File: src/rtl/tone_generator_if.sv
`timescale 1ns/1ps
// Tone generator port bundle: note request in, square-wave tone and divider status out.
interface tone_generator_if #(
    parameter int unsigned DIV_W = 32
) ();
    logic             enable;
    logic [31:0]      freq_hz;
    logic             tone_out;
    logic             busy;
    logic [DIV_W-1:0] half_period;

    modport master (
        output enable,
        output freq_hz,
        input  tone_out,
        input  busy,
        input  half_period
    );

    modport slave (
        input  enable,
        input  freq_hz,
        output tone_out,
        output busy,
        output half_period
    );
endinterface

File: src/rtl/tone_generator.sv
`timescale 1ns/1ps
// Square-wave tone generator: divides CLK_HZ by 2*freq_hz with a restoring divider
// and toggles the output every half_period cycles; new periods land on level boundaries.
module tone_generator #(
    parameter int unsigned CLK_HZ = 50_000_000,
    parameter int unsigned DIV_W  = 32
) (
    input  logic            clk,
    input  logic            reset_n,
    tone_generator_if.slave bus
);
    localparam int unsigned FREQ_W = 32;
    localparam int unsigned DVS_W  = FREQ_W + 1;
    localparam int unsigned REM_W  = FREQ_W + 2;
    localparam int unsigned ITER_W = $clog2(DIV_W + 1);

    typedef enum logic [0:0] {
        DIV_IDLE = 1'b0,
        DIV_RUN  = 1'b1
    } div_state_e;

    div_state_e        state_q, state_d;
    logic [FREQ_W-1:0] freq_q, freq_d;
    logic [DIV_W-1:0]  dvd_q, dvd_d;
    logic [DVS_W-1:0]  dvs_q, dvs_d;
    logic [REM_W-1:0]  rem_q, rem_d;
    logic [DIV_W-1:0]  quo_q, quo_d;
    logic [ITER_W-1:0] iter_q, iter_d;
    logic [DIV_W-1:0]  pend_hp_q, pend_hp_d;
    logic              pend_valid_q, pend_valid_d;
    logic [DIV_W-1:0]  hp_q, hp_d;
    logic [DIV_W-1:0]  cnt_q, cnt_d;
    logic              tone_q, tone_d;

    logic [REM_W-1:0]  rem_shift_c;
    logic [REM_W-1:0]  rem_diff_c;
    logic              rem_ge_c;
    logic [DIV_W-1:0]  quo_next_c;
    logic              wrap_c;

    // One restoring-division step: shift in the next dividend bit and trial-subtract
    always_comb begin
        rem_shift_c = (rem_q << 1) | REM_W'(dvd_q[DIV_W-1]);
        rem_ge_c    = rem_shift_c >= REM_W'(dvs_q);
        rem_diff_c  = rem_shift_c - REM_W'(dvs_q);
        quo_next_c  = (quo_q << 1) | DIV_W'(rem_ge_c);
        wrap_c      = bus.enable && (hp_q != '0) && (cnt_q == hp_q - DIV_W'(1));
    end

    // State registers
    always_ff @(posedge clk or negedge reset_n) begin
        if (!reset_n) begin
            state_q      <= DIV_IDLE;
            freq_q       <= '0;
            dvd_q        <= '0;
            dvs_q        <= '0;
            rem_q        <= '0;
            quo_q        <= '0;
            iter_q       <= '0;
            pend_hp_q    <= '0;
            pend_valid_q <= 1'b0;
            hp_q         <= '0;
            cnt_q        <= '0;
            tone_q       <= 1'b0;
        end else begin
            state_q      <= state_d;
            freq_q       <= freq_d;
            dvd_q        <= dvd_d;
            dvs_q        <= dvs_d;
            rem_q        <= rem_d;
            quo_q        <= quo_d;
            iter_q       <= iter_d;
            pend_hp_q    <= pend_hp_d;
            pend_valid_q <= pend_valid_d;
            hp_q         <= hp_d;
            cnt_q        <= cnt_d;
            tone_q       <= tone_d;
        end
    end

    // Next state: toggle counter, period adoption, divider, then change detect (highest priority)
    always_comb begin
        state_d      = state_q;
        freq_d       = freq_q;
        dvd_d        = dvd_q;
        dvs_d        = dvs_q;
        rem_d        = rem_q;
        quo_d        = quo_q;
        iter_d       = iter_q;
        pend_hp_d    = pend_hp_q;
        pend_valid_d = pend_valid_q;
        hp_d         = hp_q;
        cnt_d        = cnt_q;
        tone_d       = tone_q;

        if (!bus.enable) begin
            cnt_d  = '0;
            tone_d = 1'b0;
        end else if (hp_q != '0) begin
            if (wrap_c) begin
                cnt_d  = '0;
                tone_d = ~tone_q;
            end else begin
                cnt_d = cnt_q + DIV_W'(1);
            end
        end

        // Adopt a new period only where the output cannot glitch
        if (pend_valid_q && ((hp_q == '0) || !bus.enable || wrap_c)) begin
            hp_d         = pend_hp_q;
            pend_valid_d = 1'b0;
            if (hp_q == '0) begin
                cnt_d  = '0;
                tone_d = 1'b0;
            end
        end

        if (state_q == DIV_RUN) begin
            dvd_d  = dvd_q << 1;
            rem_d  = rem_ge_c ? rem_diff_c : rem_shift_c;
            quo_d  = quo_next_c;
            iter_d = iter_q + ITER_W'(1);
            if (iter_q == ITER_W'(DIV_W - 1)) begin
                state_d      = DIV_IDLE;
                pend_hp_d    = (quo_next_c == '0) ? DIV_W'(1) : quo_next_c;
                pend_valid_d = 1'b1;
            end
        end

        if (bus.freq_hz != freq_q) begin
            freq_d = bus.freq_hz;
            if (bus.freq_hz == '0) begin
                state_d      = DIV_IDLE;
                pend_valid_d = 1'b0;
                hp_d         = '0;
                cnt_d        = '0;
                tone_d       = 1'b0;
            end else begin
                state_d = DIV_RUN;
                dvd_d   = DIV_W'(CLK_HZ);
                dvs_d   = {bus.freq_hz, 1'b0};
                rem_d   = '0;
                quo_d   = '0;
                iter_d  = '0;
            end
        end
    end

    assign bus.tone_out    = tone_q;
    assign bus.busy        = (state_q == DIV_RUN);
    assign bus.half_period = hp_q;
endmodule
File: src/flat_wrapper.sv
// flat-port wrapper written by rule: the top's interface ports become plain ports
module tone_generator_flat 
#(
    parameter int unsigned CLK_HZ = 50_000_000,
    parameter int unsigned DIV_W  = 32
)
  (clk, reset_n, bus_enable, bus_freq_hz, bus_tone_out, bus_busy, bus_half_period);
  tone_generator_if #(.DIV_W(DIV_W)) bus_i ();
  input  logic clk;
  input  logic reset_n;
  input wire logic [$bits(bus_i.enable)-1:0] bus_enable;
  input wire logic [$bits(bus_i.freq_hz)-1:0] bus_freq_hz;
  output wire logic [$bits(bus_i.tone_out)-1:0] bus_tone_out;
  output wire logic [$bits(bus_i.busy)-1:0] bus_busy;
  output wire logic [$bits(bus_i.half_period)-1:0] bus_half_period;
  assign bus_i.enable = bus_enable;
  assign bus_i.freq_hz = bus_freq_hz;
  assign bus_tone_out = bus_i.tone_out;
  assign bus_busy = bus_i.busy;
  assign bus_half_period = bus_i.half_period;
  tone_generator #(.CLK_HZ(CLK_HZ), .DIV_W(DIV_W)) u_core (.clk(clk), .reset_n(reset_n), .bus(bus_i));
endmodule
File: config.mk
export PLATFORM = sky130hd
export DESIGN_NAME = tone_generator_flat
export DESIGN_NICKNAME = d
export VERILOG_FILES = /design/src/rtl/tone_generator_if.sv /design/src/rtl/tone_generator.sv /design/src/flat_wrapper.sv
export SDC_FILE = /design/constraint.sdc
export NUM_CORES = 1
export LEC_CHECK = 0
export BUFFER_PORTS_ARGS = -buffer_cell sky130_fd_sc_hd__buf_4
export CORE_ASPECT_RATIO = 2
export CORE_MARGIN = 1.5
export CORE_UTILIZATION = 51
export CTS_CLUSTER_SIZE = 40
export DETAILED_ROUTE_END_ITERATION = 10
export PLACE_DENSITY = 0.76
export SETUP_SLACK_MARGIN = 0.3
export SLEW_MARGIN = 25
export SYNTH_ARGS = -nofsm -noshare
export SYNTH_HDL_FRONTEND = slang
export SYNTH_SLANG_ARGS = --single-unit
File: constraint.sdc
create_clock -name clk -period 4.1 [get_ports clk]
set_clock_uncertainty 0.15 [all_clocks]
set_input_delay 0.41 -clock clk [delete_from_list [all_inputs] [get_ports clk]]
set_output_delay 0.41 -clock clk [all_outputs]
set_load 0.01 [all_outputs]
# After elaboration in Yosys (flattened, before gate mapping)
# Index checks and enable logic that the tools add are counted.
[classes]
n_mux = 40
n_eq_ne = 3
n_addsub = 4
reduce_logical = 12
bitwise = 4
n_lt_le_gt_ge = 1
[op_table]
columns = ["cell", "count"]
rows = [
  ["$mux W32", 17],
  ["$mux W34", 4],
  ["$logic_not A32 Y1", 3],
  ["$ge A34 B33 Y1", 1],
  ["$or A34 B1 Y34", 1],
  ["$sub A34 B33 Y34", 1],
  ["$add A32 B1 Y32 const B", 1],
  ["$eq A32 B32 Y1", 1],
  ["$ne A32 B32 Y1", 1],
  ["$or A32 B1 Y32", 1],
  ["$reduce_bool A32 Y1", 1],
  ["$sub A32 B1 Y32 const B", 1],
  ["$mux W6", 3],
  ["$mux W1", 16],
  ["$add A6 B1 Y6 const B", 1],
  ["$eq A6 B5 Y1 const B", 1],
  ["$reduce_and A2 Y1", 2],
  ["$logic_and A1 B1 Y1", 3],
  ["$logic_or A1 B1 Y1", 2],
  ["$not A1 Y1", 2],
  ["$logic_not A1 Y1", 1],
]
[totals]
out_inout_bits = 34
regBits = 267
inputBits = 35
elab_cells = 76

# Longest topological paths before layout
[depth]
word_depth = 10
ltp_mapped = 15
ltp_nobuf = 14

# Worst setup path after synthesis
# No wires, ideal clock.
[synth_path]
path_kind = "register to register"
startpoint = "reg u_core.hp_q[8], in the netlist u_core.bus.half_period[8]"
endpoint = "reg u_core.hp_q[3], in the netlist u_core.bus.half_period[3]"
path_slack_ps = 648
stages_incl_launch_ff = 13
synth_period_minus_slack_ps = 3452
t_arrival_ps = 3171
path_cell_list = "dfrtp_1 -> or4_1 -> or3_1 -> buf_2 -> o31ai_2 -> nor3b_2 -> nand4_1 -> or4_4 -> nor4_4 -> o21ai_4 -> buf_6 -> mux2i_1 -> nor2_1"
[synth_via]
elab_chain_len = 8
elab_cells_between_ends = 12
[synth_rtl]
columns = ["item", "line", "source"]
rows = [
  ["start: declaration", "tone_generator.sv:31", "logic [DIV_W-1:0] hp_q, hp_d;"],
  ["start signal: assignment", "tone_generator.sv:75", "hp_q <= hp_d;"],
  ["$sub A32 B1 Y32 / $reduce_bool A32 Y1 (equally long branches)", "tone_generator.sv:47", "wrap_c = bus.enable && (hp_q != '0) && (cnt_q == hp_q - DIV_W'(1));"],
  ["$eq A32 B32 Y1 / $logic_and A1 B1 Y1 (equally long branches)", "tone_generator.sv:47", ""],
  ["$logic_and A1 B1 Y1", "tone_generator.sv:47", ""],
  ["$logic_or A1 B1 Y1 (*)", "tone_generator.sv:109", "if (pend_valid_q && ((hp_q == '0) || !bus.enable || wrap_c)) begin"],
  ["$logic_and A1 B1 Y1 (*)", "tone_generator.sv:109", ""],
  ["$mux W32 (*)", "tone_generator.sv:109", ""],
  ["$mux W32", "tone_generator.sv:132", "if (bus.freq_hz == '0) begin"],
  ["$mux W32 (*)", "tone_generator.sv:130", "if (bus.freq_hz != freq_q) begin"],
  ["net u_core.hp_d[3]", "tone_generator.sv:31", ""],
]
# Mark *: on every way through the listed nets, which the timed path passes. The rest lies on a longest branch.
# A chain may end at the register's enable or synchronous reset.

# Final worst setup path
[layout_path]
startpoint = "reg u_core.rem_q[20]"
endpoint = "reg u_core.rem_q[20]"
[layout_via]
elab_chain_len = 6
[layout_rtl]
columns = ["item", "line", "source"]
rows = [
  ["start: declaration", "tone_generator.sv:26", "logic [REM_W-1:0] rem_q, rem_d;"],
  ["start signal: assignment", "tone_generator.sv:70", "rem_q <= rem_d;"],
  ["$or A34 B1 Y34", "tone_generator.sv:43", "rem_shift_c = (rem_q << 1) | REM_W'(dvd_q[DIV_W-1]);"],
  ["$ge A34 B33 Y1", "tone_generator.sv:44", "rem_ge_c = rem_shift_c >= REM_W'(dvs_q);"],
  ["$mux W34", "tone_generator.sv:120", "rem_d = rem_ge_c ? rem_diff_c : rem_shift_c;"],
  ["$mux W34 (*)", "tone_generator.sv:118", "if (state_q == DIV_RUN) begin"],
  ["$mux W34", "tone_generator.sv:132", ""],
  ["$mux W34 (*)", "tone_generator.sv:130", ""],
  ["net u_core.rem_d[20]", "tone_generator.sv:26", ""],
]
# Marked as above.

==> flow_summary.ini <==
[outcome]
outcome = finished clean

[worst_setup_path]
cp-start-kind = register
arrival_ns = 3.87
crit_type = reg2reg
startpoint = u_core.rem_q[20]$_DFF_PN0_
required_ns = 4.39
cp_max_fo = 20
cp-end-kind = register
rr_startpoint = u_core.rem_q[20]$_DFF_PN0_

[timing]
rsz0062_at_grt = no
period_share_pct = 87.4
final.min_clock_period_ns = 3.58
max_slew_margin_pct = 45.2
max_freq_ghz = 0.279
hold_slack_ns = 0.0311
finalSetupViolations = 0
hold_viol_final = 0
tightestPinTransition_ns = 0.820
drv_slew = 0
fin_setup_tns_ns = 0

[global_route]
overflow = 0
track_usage_pct = 24.1
grt_pass1_wl_um = 55000
antenna_found_initial = 0
grt_max_degree = 113
grt_pass1_vias = 11081

[drt]
num_vias = 10714
dr.pass1.iters = 7
routedWlPerCell_um = 18.0
drcViolationCount = 0
first_iter_violations = 635
drtAntennaViolNets = 0
drt-total-wl_um = 33600
via_per_inst = 5.74

[power_and_ir_drop]
swShare_pct = 21.9
power_switching_w = 0.00115
power_density_nw_per_um2 = 323
p_clk_share_pct = 43.8
internal_power_w = 0.00408
leakagePower_nw = 8.19
ir_worst_vdd_mv = 0.328
share_comb_of_total_power_pct = 5.2
seqPwrFrac_pct = 50.9

[yosys]
synth_ff_type = dfrtp_1
ys_ff_latch = 265
syn_nets = 1504
netlist_area_um2 = 14000
yosysWarnings = 0
ys_types = 64
ys_seq_area_share_pct = 47.4
synth_cells = 1432
synth.avg_cell_area_um2 = 9.77
synthArstFlopShare_pct = 100
synth_edf_count = 0

[floorplanning]
io_pins = 69
dieWidth_um = 120
fp.dieH_um = 237
std_cell_rows = 85
core-area_um2 = 26900
initial_utilization_pct = 52.0
dieArea_um2 = 28500

[clocking]
numClockSinks = 265
cts_root_buf = clkbuf_16
cts_buffers = 25
clk_latency_ns = 0.53
cts_tree = yes
clk_pin_slew_worst_paths_ns = 0.07
h-tree-depth = 1
cts.path.max_buffers = 3

[layout]
seqCellArea_um2 = 6640
syn_to_final_growth_pct = 15.6
layoutNonFillerInstCount = 1865
fill_cells = 2201
n_antenna_cell = 0
multiInputGateArea_um2 = 6850
layout-drive-gt1-share_pct = 11.6
nets = 1573

[place]
io_buffers = 68
place_congestion = 0.990
placed_cells = 1788
hpwl_um = 24300

[job]
cap_violations = 0

[hold_path]
min_from = bus_enable
hp-class = in2reg
-- cell usage after synthesis (all sizes together), types with 32 or more instances --
library cell / instances / area share [%]
dfrtp: 265 / 47
nor2: 187 / 5.0
mux2i: 107 / 7.7
nand2: 102 / 2.7
clkbuf: 88 / 2.4
xnor2: 78 / 4.9
o21ai: 66 / 2.4
a21oi: 62 / 2.2
xor2: 58 / 3.6
inv: 46 / 1.2
nand4: 38 / 1.7
ha: 36 / 3.2
a22o: 32 / 2.0
-- placed cells by master, fill, tap and decap left out, types with 4 or more instances in the layout --
cell           count
a22o_1            32
o211ai_1           6
mux2i_1          107
dlygate4sd3_1     33
o21bai_1           5
a21o_1            15
nor2b_1            7
nand2_1          102
a21oi_1           60
nand3_1           28
buf_4            104
inv_1             46
o21a_1             8
dfrtp_1          264
clkbuf_8           4
xnor2_1           78
ha_1              36
nor3_1            22
or3_1              6
buf_12             7
and4_1             5
a31oi_1            8
o211a_1            6
and3_1            17
clkbuf_16         25
xor2_1            58
nor2_1           187
a211oi_1          20
mux2_2             4
nor4_1            28
o21ai_0           62
clkbuf_1           5
nand4_1           38
and2_1             8
clkinv_2           4
nand3b_1           4
nand2b_1           8
-- cells by family (layout without fill, tap and decap cells) --
family / count (synthesis) / in the layout / share of synthesized area [%]
compound gates: 256 / 256 / 12.1
xor+xnor: 136 / 136 / 8.52
simple gates: 478 / 478 / 16.3
fa+ha+maj: 37 / 37 / 3.36
buf+inv: 149 / 234 / 4.28
flops: 265 / 265 / 47.4
mux: 111 / 111 / 7.98
-- what timing repair did --
item | CTS | global route
setup buffers | 1 | 0
endpoints found under the setup margin | 65 | 69
resized for setup | 2 | 10
endpoints found under the hold margin | 169 | 0
hold buffers | 33 | 0
pin swaps | 1 | 0
-- flip-flops by register name (all words and copies together) (netlist names) --
| register | cells |
|---|---|
| u_core.rem_q | 33 |
| u_core.bus.half_period | 32 |
| u_core.cnt_q | 32 |
| u_core.dvd_q | 32 |
| u_core.dvs_q | 32 |
| u_core.freq_q | 32 |
| u_core.pend_hp_q | 32 |
| u_core.quo_q | 31 |
| u_core.iter_q | 6 |
| u_core.bus.busy | 1 |
| u_core.bus.tone_out | 1 |
| u_core.pend_valid_q | 1 |
-- worst paths after layout --
kind	to	slack (ns)	cells after the start
worst max-delay path	u_core.rem_q[20]$_DFF_PN0_	0.52	14
worst min-delay path	u_core.pend_valid_q$_DFF_PN0_	0.03	3
worst max register to register	u_core.rem_q[20]$_DFF_PN0_	0.52	14
worst min register to register	u_core.dvd_q[23]$_DFF_PN0_	0.34	2
max in group asynchronous	u_core.bus.half_period[4]$_DFF_PN0_	2.35	3
min in group asynchronous	u_core.freq_q[27]$_DFFE_PN0N_	0.39	2
-- cell type report --
type                       count  area share, %
multi-input combinational   1018           42.4
sequential                   265           41.0
timing repair buffer         145           7.83
clock buffer                  34           4.33
tap                          348           2.69
inverter                      46           1.07
clock inverter                 9          0.666
-- metal layers --
| metal | part of all wire (%) | routed length [um] | GRT usage, % |
|---|---|---|---|
| met5 | 0 | 0 | 0 |
| met1 | 35 | 11800 | 24.2 |
| met3 | 3.4 | 1140 | 2.71 |
| met2 | 54 | 18300 | 45.9 |
| met4 | 7.0 | 2350 | 15.8 |
-- critical path, stage by stage, from the launching register on --
cell and delay (ns):
dfrtp_1 0.41, ha_1 0.48, nand4_1 0.28, nor2_1 0.17, nand2_1 0.08, o21ai_0 0.16
nor3_1 0.08, buf_4 0.16, o21ai_0 0.30, a31oi_4 0.15, buf_12 0.18, buf_4 0.17
or3_1 0.34, a31o_2 0.24, a21oi_1 0.14
-- power by group through the flow --
stage	clock network (W)	registers (W)	logic (W)
finish	0.00229	0.00266	0.000274
global route	0.00245	0.00266	0.000304
CTS	0.00234	0.00266	0.000272
detailed placement	0	0.00271	0.000246
global placement	0	0.00270	0.000240
floorplan	0	0.00270	0.000120
-- per-stage QoR --
stage / area (um^2) / util (%) / total power, W / setup slack, ns
2_1_floorplan: 14000 / - / 0.00282 / 0.648
3_3_place_gp: 14900 / 55.5 / 0.00294 / 0.124
3_5_place_dp: 14900 / 55.5 / 0.00295 / 0.0320
4_1_cts: 16100 / 59.9 / 0.00527 / 0.367
5_1_grt: 16200 / 60.1 / 0.00541 / 0.299
6_report: 16200 / 60.1 / 0.00522 / 0.515
No activity file was read; power rests on OpenSTA's default activity.
